### config.mk
export PLATFORM = sky130hd
export DESIGN_NAME = id_ex_stage
export DESIGN_NICKNAME = d
export VERILOG_FILES = /design/src/rtl/mips_pkg.sv /design/src/rtl/forward_unit.sv /design/src/rtl/id_ex_stage.sv
export SDC_FILE = /design/constraint.sdc
export NUM_CORES = 1
export LEC_CHECK = 0
export ABC_AREA = 1
export BUFFER_PORTS_ARGS = -buffer_cell sky130_fd_sc_hd__buf_2
export CAP_MARGIN = 15
export CORE_AREA = 2 2 117 119
export CTS_BUF_LIST = sky130_fd_sc_hd__clkbuf_8
export CTS_CLUSTER_DIAMETER = 60
export DETAILED_ROUTE_END_ITERATION = 8
export DIE_AREA = 0 0 119 121
export PLACE_DENSITY = 0.83
export SLEW_MARGIN = 15
export SYNTH_ARGS = -nofsm -noshare
export SYNTH_HDL_FRONTEND = slang
export SYNTH_HIERARCHICAL = 1
export SYNTH_SLANG_ARGS = --single-unit
### constraint.sdc
create_clock -name clk -period 3.68 [get_ports clk]
set_input_delay 0.552 -clock clk [delete_from_list [all_inputs] [get_ports clk]]
set_output_delay 0.552 -clock clk [all_outputs]
set_load 0.03 [all_outputs]
### src/rtl/mips_pkg.sv
// Shared types and constants for the MIPS ID/EX stage: ALU opcodes, forwarding selects
// and the layout of the registered ID/EX fields.
package mips_pkg;

  localparam int MIPS_DATA_W = 32;
  localparam int MIPS_REG_W  = 5;
  localparam int MIPS_OP_W   = 4;

  localparam logic [MIPS_OP_W-1:0] ALU_AND = 4'b0000;
  localparam logic [MIPS_OP_W-1:0] ALU_OR  = 4'b0001;
  localparam logic [MIPS_OP_W-1:0] ALU_ADD = 4'b0010;
  localparam logic [MIPS_OP_W-1:0] ALU_SUB = 4'b0110;
  localparam logic [MIPS_OP_W-1:0] ALU_SLT = 4'b0111;
  localparam logic [MIPS_OP_W-1:0] ALU_NOR = 4'b1100;

  typedef enum logic [1:0] {
    FWD_REG,
    FWD_EXMEM,
    FWD_MEMWB
  } fwd_sel_t;

  typedef struct packed {
    logic                   valid;
    logic                   reg_write;
    logic                   mem_read;
    logic                   mem_write;
    logic                   mem_to_reg;
    logic [MIPS_OP_W-1:0]   alu_op;
    logic [MIPS_REG_W-1:0]  dest;
    logic [MIPS_REG_W-1:0]  rs;
    logic [MIPS_REG_W-1:0]  rt;
    logic [MIPS_DATA_W-1:0] rs_data;
    logic [MIPS_DATA_W-1:0] rt_data;
    logic [MIPS_DATA_W-1:0] imm_ext;
    logic                   alu_src;
  } id_ex_t;

  // Upper half replicates imm[15] only when sign extension is requested.
  function automatic logic [MIPS_DATA_W-1:0] ext_imm(input logic [15:0] imm,
                                                     input logic        sign_ext);
    return {{(MIPS_DATA_W-16){imm[15] & sign_ext}}, imm};
  endfunction

endpackage

### src/rtl/forward_unit.sv
// Combinational RAW forwarding select for the two EX operands; EX/MEM beats MEM/WB, $0 never forwards.
module forward_unit
  import mips_pkg::*;
#(
  parameter int REG_W = MIPS_REG_W
) (
  input  logic [REG_W-1:0] rs,
  input  logic [REG_W-1:0] rt,
  input  logic             exmem_regWrite,
  input  logic [REG_W-1:0] exmem_rd,
  input  logic             memwb_regWrite,
  input  logic [REG_W-1:0] memwb_rd,
  output fwd_sel_t         fwdA,
  output fwd_sel_t         fwdB
);

  logic w_exmem_live;
  logic w_memwb_live;

  assign w_exmem_live = exmem_regWrite && (exmem_rd != '0);
  assign w_memwb_live = memwb_regWrite && (memwb_rd != '0);

  always_comb begin
    fwdA = FWD_REG;
    fwdB = FWD_REG;
    if (w_exmem_live && exmem_rd == rs)      fwdA = FWD_EXMEM;
    else if (w_memwb_live && memwb_rd == rs) fwdA = FWD_MEMWB;
    if (w_exmem_live && exmem_rd == rt)      fwdB = FWD_EXMEM;
    else if (w_memwb_live && memwb_rd == rt) fwdB = FWD_MEMWB;
  end

endmodule

### src/rtl/id_ex_stage.sv
// ID/EX register: one-cycle capture, forwarded ALU operands, load-use bubble insertion.
// Stall freezes every field (bubbles included); flush or an unstalled load-use hazard loads a bubble.
module id_ex_stage
  import mips_pkg::*;
#(
  parameter int DATA_W = MIPS_DATA_W,
  parameter int REG_W  = MIPS_REG_W,
  parameter int OP_W   = MIPS_OP_W
) (
  input  logic              clk,
  input  logic              reset,
  input  logic              stall,
  input  logic              flush,
  input  logic              id_valid,
  input  logic [REG_W-1:0]  id_rs,
  input  logic [REG_W-1:0]  id_rt,
  input  logic [REG_W-1:0]  id_rd,
  input  logic [DATA_W-1:0] id_rs_data,
  input  logic [DATA_W-1:0] id_rt_data,
  input  logic [15:0]       id_imm,
  input  logic              id_signExt,
  input  logic              id_aluSrc,
  input  logic              id_regDst,
  input  logic [OP_W-1:0]   id_aluOp,
  input  logic              id_regWrite,
  input  logic              id_memRead,
  input  logic              id_memWrite,
  input  logic              id_memToReg,
  input  logic              exmem_regWrite,
  input  logic [REG_W-1:0]  exmem_rd,
  input  logic [DATA_W-1:0] exmem_result,
  input  logic              memwb_regWrite,
  input  logic [REG_W-1:0]  memwb_rd,
  input  logic [DATA_W-1:0] memwb_result,
  output logic [OP_W-1:0]   opCode,
  output logic [DATA_W-1:0] A,
  output logic [DATA_W-1:0] B,
  output logic [DATA_W-1:0] ex_storeData,
  output logic [REG_W-1:0]  ex_destReg,
  output logic              ex_regWrite,
  output logic              ex_memRead,
  output logic              ex_memWrite,
  output logic              ex_memToReg,
  output logic              ex_valid,
  output logic              load_use_hazard
);

  id_ex_t      r_ex;
  id_ex_t      w_load;
  fwd_sel_t    w_fwd_a;
  fwd_sel_t    w_fwd_b;
  logic [DATA_W-1:0] w_fwd_rs;
  logic [DATA_W-1:0] w_fwd_rt;

  always_comb begin
    w_load            = '0;
    w_load.valid      = id_valid;
    w_load.reg_write  = id_regWrite;
    w_load.mem_read   = id_memRead;
    w_load.mem_write  = id_memWrite;
    w_load.mem_to_reg = id_memToReg;
    w_load.alu_op     = id_aluOp;
    w_load.dest       = id_regDst ? id_rd : id_rt;
    w_load.rs         = id_rs;
    w_load.rt         = id_rt;
    w_load.rs_data    = id_rs_data;
    w_load.rt_data    = id_rt_data;
    w_load.imm_ext    = ext_imm(id_imm, id_signExt);
    w_load.alu_src    = id_aluSrc;
  end

  // A load in EX whose destination feeds the instruction waiting in ID.
  assign load_use_hazard = r_ex.valid && r_ex.mem_read && (r_ex.dest != '0) && id_valid &&
                           ((r_ex.dest == id_rs) || (r_ex.dest == id_rt));

  // An all-zero record is the bubble: invalid, no side effects, opCode and dest cleared.
  always_ff @(posedge clk) begin
    if (reset)                r_ex <= '0;
    else if (flush)           r_ex <= '0;
    else if (!stall)          r_ex <= load_use_hazard ? '0 : w_load;
  end

  forward_unit #(.REG_W(REG_W)) u_forward_unit (
    .rs             (r_ex.rs),
    .rt             (r_ex.rt),
    .exmem_regWrite (exmem_regWrite),
    .exmem_rd       (exmem_rd),
    .memwb_regWrite (memwb_regWrite),
    .memwb_rd       (memwb_rd),
    .fwdA           (w_fwd_a),
    .fwdB           (w_fwd_b)
  );

  always_comb begin
    case (w_fwd_a)
      FWD_EXMEM: w_fwd_rs = exmem_result;
      FWD_MEMWB: w_fwd_rs = memwb_result;
      default:   w_fwd_rs = r_ex.rs_data;
    endcase
    case (w_fwd_b)
      FWD_EXMEM: w_fwd_rt = exmem_result;
      FWD_MEMWB: w_fwd_rt = memwb_result;
      default:   w_fwd_rt = r_ex.rt_data;
    endcase
  end

  assign opCode       = r_ex.alu_op;
  assign A            = w_fwd_rs;
  assign B            = r_ex.alu_src ? r_ex.imm_ext : w_fwd_rt;
  assign ex_storeData = w_fwd_rt;
  assign ex_destReg   = r_ex.dest;
  assign ex_regWrite  = r_ex.reg_write;
  assign ex_memRead   = r_ex.mem_read;
  assign ex_memWrite  = r_ex.mem_write;
  assign ex_memToReg  = r_ex.mem_to_reg;
  assign ex_valid     = r_ex.valid;

endmodule

; ---- Yosys cells after proc, flatten, opt, wreduce, memory -nomap -nowiden
; Cells that the tools add are included.
[word_totals]
input_bits = 187
reg_bits = 121
output_inout_bits = 111
[classes]
muxes = 9
reduce_logical = 15
n_eq_ne = 10
bitwise = 1
[op_table]
columns = op, n
row1 = $pmux W32 S2, 2
row2 = $mux W121, 1
row3 = $mux W32, 1
row4 = $eq A5 B5 Y1, 6
row5 = $reduce_bool A5 Y1, 3
row6 = $logic_and A1 B1 Y1, 10
row7 = $mux W2, 4
row8 = $mux W5, 1
row9 = $eq A2 B1 Y1 const B, 2
row10 = $eq A2 B2 Y1 const B, 2
row11 = $reduce_or A2 Y1, 1
row12 = $and A1 B1 Y1, 1
row13 = $logic_or A1 B1 Y1, 1

; ---- Logic depth before layout (Yosys ltp)
[logic_depth]
depth_word = 8
depth_mapped = 16

; ---- Hierarchy
; Netlist, hierarchy kept.
[by_module_without_submodules]
columns = mod, instances, cells_per_inst, area_each_um2
row1 = id_ex_stage, 1, 920, 5959.5
row2 = forward_unit, 1, 81, 362.8

; ---- Worst setup path before layout
; OpenSTA, ideal clock, no wires.
[synth_path]
path_kind = input port to output port
start = input port exmem_rd[0]
end = output port B[12]
path_buffers = 3
t_required_ns = 3.128
setup_slack_ns = 0.345
t_arrival_ns = 2.783
stages = 16
cell_sequence = inv_1 nand2_1 nand2_1 nor2_1 nand3_1 nor2_2 inv_1 ha_1 buf_2 inv_1 buf_2 buf_2 nor2_1 a21oi_1 nand2_1 nand2_1
[synth_via]
elab_chain_len = 7
word_cells_on_any_way = 9
classes_between = eq/ne: 3 / mux: 3 / reduce/logical: 3
[synth_lines]
columns = element, line_no
row1 = "start, declared", id_ex_stage.sv:30  ; input logic [REG_W-1:0] exmem_rd,
row2 = $reduce_bool A5 Y1, forward_unit.sv:20  ; assign w_exmem_live = exmem_regWrite && (exmem_rd != '0);
row3 = $logic_and A1 B1 Y1, forward_unit.sv:20
row4 = $logic_and A1 B1 Y1 (*), forward_unit.sv:28  ; if (w_exmem_live && exmem_rd == rt) fwdB = FWD_EXMEM;
row5 = $mux W2 (*), forward_unit.sv:28
row6 = via w_fwd_b[0], id_ex_stage.sv:51  ; fwd_sel_t w_fwd_b;
row7 = $eq A2 B2 Y1 / $eq A2 B1 Y1 (equally long branches), id_ex_stage.sv:100  ; case (w_fwd_b)
row8 = $pmux W32 S2 (*), id_ex_stage.sv:100
row9 = via ex_storeData[12], id_ex_stage.sv:38  ; output logic [DATA_W-1:0] ex_storeData,
row10 = $mux W32 (*), id_ex_stage.sv:109  ; assign B = r_ex.alu_src ? r_ex.imm_ext : w_fwd_rt;
row11 = "end, declared", id_ex_stage.sv:37  ; output logic [DATA_W-1:0] B,
; Mark *: on every way through the listed nets, which the timed path passes. The rest lies on a longest branch.

; ---- Worst setup path after layout
[layout_path]
start = register r_ex[100] in the netlist's numbering
end = output port B[26]
[layout_via]
word_cells_on_any_way = 10
classes_between = eq/ne: 4 / mux: 4 / reduce/logical: 2
[layout_lines]
columns = element, line_no
row1 = "start, declared", id_ex_stage.sv:48  ; id_ex_t r_ex;
row2 = "start signal, assigned", id_ex_stage.sv:80  ; else if (!stall) r_ex <= load_use_hazard ? '0 : w_load;
row3 = $eq A5 B5 Y1 (*), forward_unit.sv:28
row4 = $logic_and A1 B1 Y1 (*), forward_unit.sv:28
row5 = $mux W2 (*), forward_unit.sv:28
row6 = via w_fwd_b[0], id_ex_stage.sv:51
row7 = $eq A2 B2 Y1 / $eq A2 B1 Y1 (equally long branches), id_ex_stage.sv:100
row8 = $pmux W32 S2 (*), id_ex_stage.sv:100
row9 = $mux W32 (*), id_ex_stage.sv:109
; Marks and branches as above.

==> run metrics <==
share of cells above drive strength 1=0.317; status=complete, no violations; cells after synthesis=1001; Arrival @ worst endpoint=2.76 ns; HP Class=in -> reg; Yosys top cell by area=dfxtp_1; DRT Pass-1 Iters=5; reg-to-reg slack, setup=1.66 ns; Setup crit end kind=output port; CTS tree=done; syn avg cell area=6.32 µm²; CP max FO=48; pwr dens=355 nW/µm²; Worst R2R Start=ex_destReg[0]; die width=119 µm; reg2reg path depth=9; setup TNS=0 ns; Yosys warnings=6; first-pass GRT wire length=34500 µm; clock transition at the registers of the reported paths=0.10 ns; Detailed Place HPWL=16300 µm; gr usage total=0.298; Final Worst Setup Slack=0.365 ns; final setup vio count=0; clock skew=0.00643 ns; sequential cell area fraction in the yosys report=0.336; hold path depth=3; Final Non-Filler Cells=1421; Initial Utilization=0.483; Syn Nets=1192; root buf cell=clkbuf_8; final worst path period share=0.901; max-cap violation count=0; antenna violations before repair=5; hold path start=id_imm[1]; vias in the first global route=6669; Skew-Pair Late Insertion Delay=0.37 ns; GRT Residual Overflow=0; largest net degree at the start of global routing=107; reg2reg end=r_ex[53]; number of synthesized register bits=106; max-slew violations=0; Die Y=121 µm; asr flop ratio synth=0; DRC=0; H-tree levels=3; pre-CTS setup slack=0.550 ns; count of final hold-check violations=0; ys flop type=dfxtp_1; CORE AREA=13100 µm²; row count=42; Netlist cell types=26; Top Ports=298; Final Power=0.00286 W; vias=7662; Post-Syn Area=6320 µm²; total CTS buffers=9; post-CTS setup buffers=0; average wire per standard cell=15.8 µm; hold_buf cts=0; drt total wl=22500 µm; number of nets with antenna violations after routing=0; Relative slew margins=0.430; RSZ-0062 raised after global routing=false; Clock Tree Buf Depth=2; Final Critical Period=3.32 ns; I/O Buffers=297; GP Congestion=0.933; die area=14400 µm²; Commonest cells post-synth=299 x nand2_1, 173 x a21oi_1, 106 x dfxtp_1; violation count after the first detailed-routing iteration=871; Yosys top cell area share=0.336; Placed Instances=1401; Post-synth EDFFs=0; Nets=1428; most frequent cell after synthesis=nand2_1; Worst Setup Start Kind=flop; WP data required=3.13 ns; Hold EP=r_ex[2]; vias per cell=5.39; kind of critical path=reg -> out; Clock Sinks=106; FMAX=302 MHz; Max VDD drop=290 µV; synth-to-layout area growth=27.4%; Area contributors post-synth=dfxtp_1 34%, nand2_1 18%, a21oi_1 14%; Worst-Margin Slew=0.852 ns; PostCTS Resize Cnt=0; Lkg Pwr=4.18 nW
## routing by layer
metal	track usage	vias up	wire (µm)
li1	-	3739	-
met1	0.388	3452	9200
met2	0.477	435	10400
met3	0.0893	34	2350
met4	0.0885	2	465
met5	0	-	11
## area by class of cell
type,instances,area [µm²]
flip-flops and latches,106,2120
clock buffers,10,138
clock inverters,6,129
multi-input cells,772,3650
fillers,1268,5030
inverters,36,140
well taps,176,220
repair buffers,312,1640
diodes,3,7.51
## registers in the layout, summed over array words and instances (netlist names)
name / cells
ex_regWrite: 1
ex_memToReg: 1
ex_destReg: 5
opCode: 4
r_ex: 92
ex_valid: 1
ex_memWrite: 1
ex_memRead: 1
## power breakdown
part / total (W) / leakage, nW / internal, W / switching (W)
clock: 0.000921 / 0.138 / 0.000536 / 0.000386
combinational: 0.000708 / 3.17 / 0.000238 / 0.000470
sequential: 0.00123 / 0.868 / 0.00120 / 0.0000325
total: 0.00286 / 4.18 / 0.00197 / 0.000888
## kinds of logic after synthesis
group,after synthesis,synth area share
flip-flops,106,0.336
AND/OR/NAND/NOR,428,0.270
adder cells (fa/ha/maj),4,0.00792
XOR/XNOR,10,0.0139
AO/OA/AOI/OAI,328,0.280
buffers and inverters,123,0.0885
multiplexers,2,0.00356
## worst max path at each step
stage,startpoint,endpoint,slack [ns],depth (start not counted)
2_1_floorplan,exmem_rd[0],B[12],0.34,16
3_3_place_gp,exmem_rd[2],B[13],0.57,16
3_5_place_dp,exmem_rd[3],B[13],0.55,16
4_1_cts,r_ex[100],B[13],0.36,15
5_1_grt,r_ex[100],B[13],0.19,15
6_report,r_ex[100],B[26],0.36,15
## through the flow
step | util | cell area [µm²] | hold WS (ns)
6_report | 0.616 | 8050 | 0.419
5_1_grt | 0.615 | 8050 | 0.389
4_1_cts | 0.614 | 8030 | 0.395
3_5_place_dp | 0.593 | 7760 | 0.516
3_3_place_gp | 0.593 | 7760 | 0.508
2_1_floorplan | - | 6320 | 0.490
## placed cells by master, fill, tap and decap left out, types with 3 or more instances in the layout
master     synthesis  routed
o21ai_1            4       4
buf_2             12     297
clkbuf_8           0      10
xnor2_1            8       8
nand4_1            5       5
inv_1             34      34
dfxtp_1          106     106
a31oi_1           16      16
diode_2            0       3
a21oi_1          173     173
buf_12             0       3
nand3_1            4       4
buf_4              9      11
o21ai_0          105     105
nor2_1            87      86
a21oi_2           29      29
nand2_1          299     299
ha_1               4       4
nand2_2           30      29
bufinv_16          0       4
## critical path: stages (launching register included)
cell and delay (ns):
dfxtp_1 0.43, inv_1 0.06, nand2_1 0.05, nand2_1 0.05
nor2_1 0.10, nand3_1 0.10, nor2_2 0.14, nor2_1 0.08
ha_1 0.30, inv_1 0.10, buf_12 0.24, nor2_1 0.09
a31oi_1 0.25, nand2_1 0.08, nand2_1 0.07, buf_2 0.22
(Power assumes the default switching activity.)
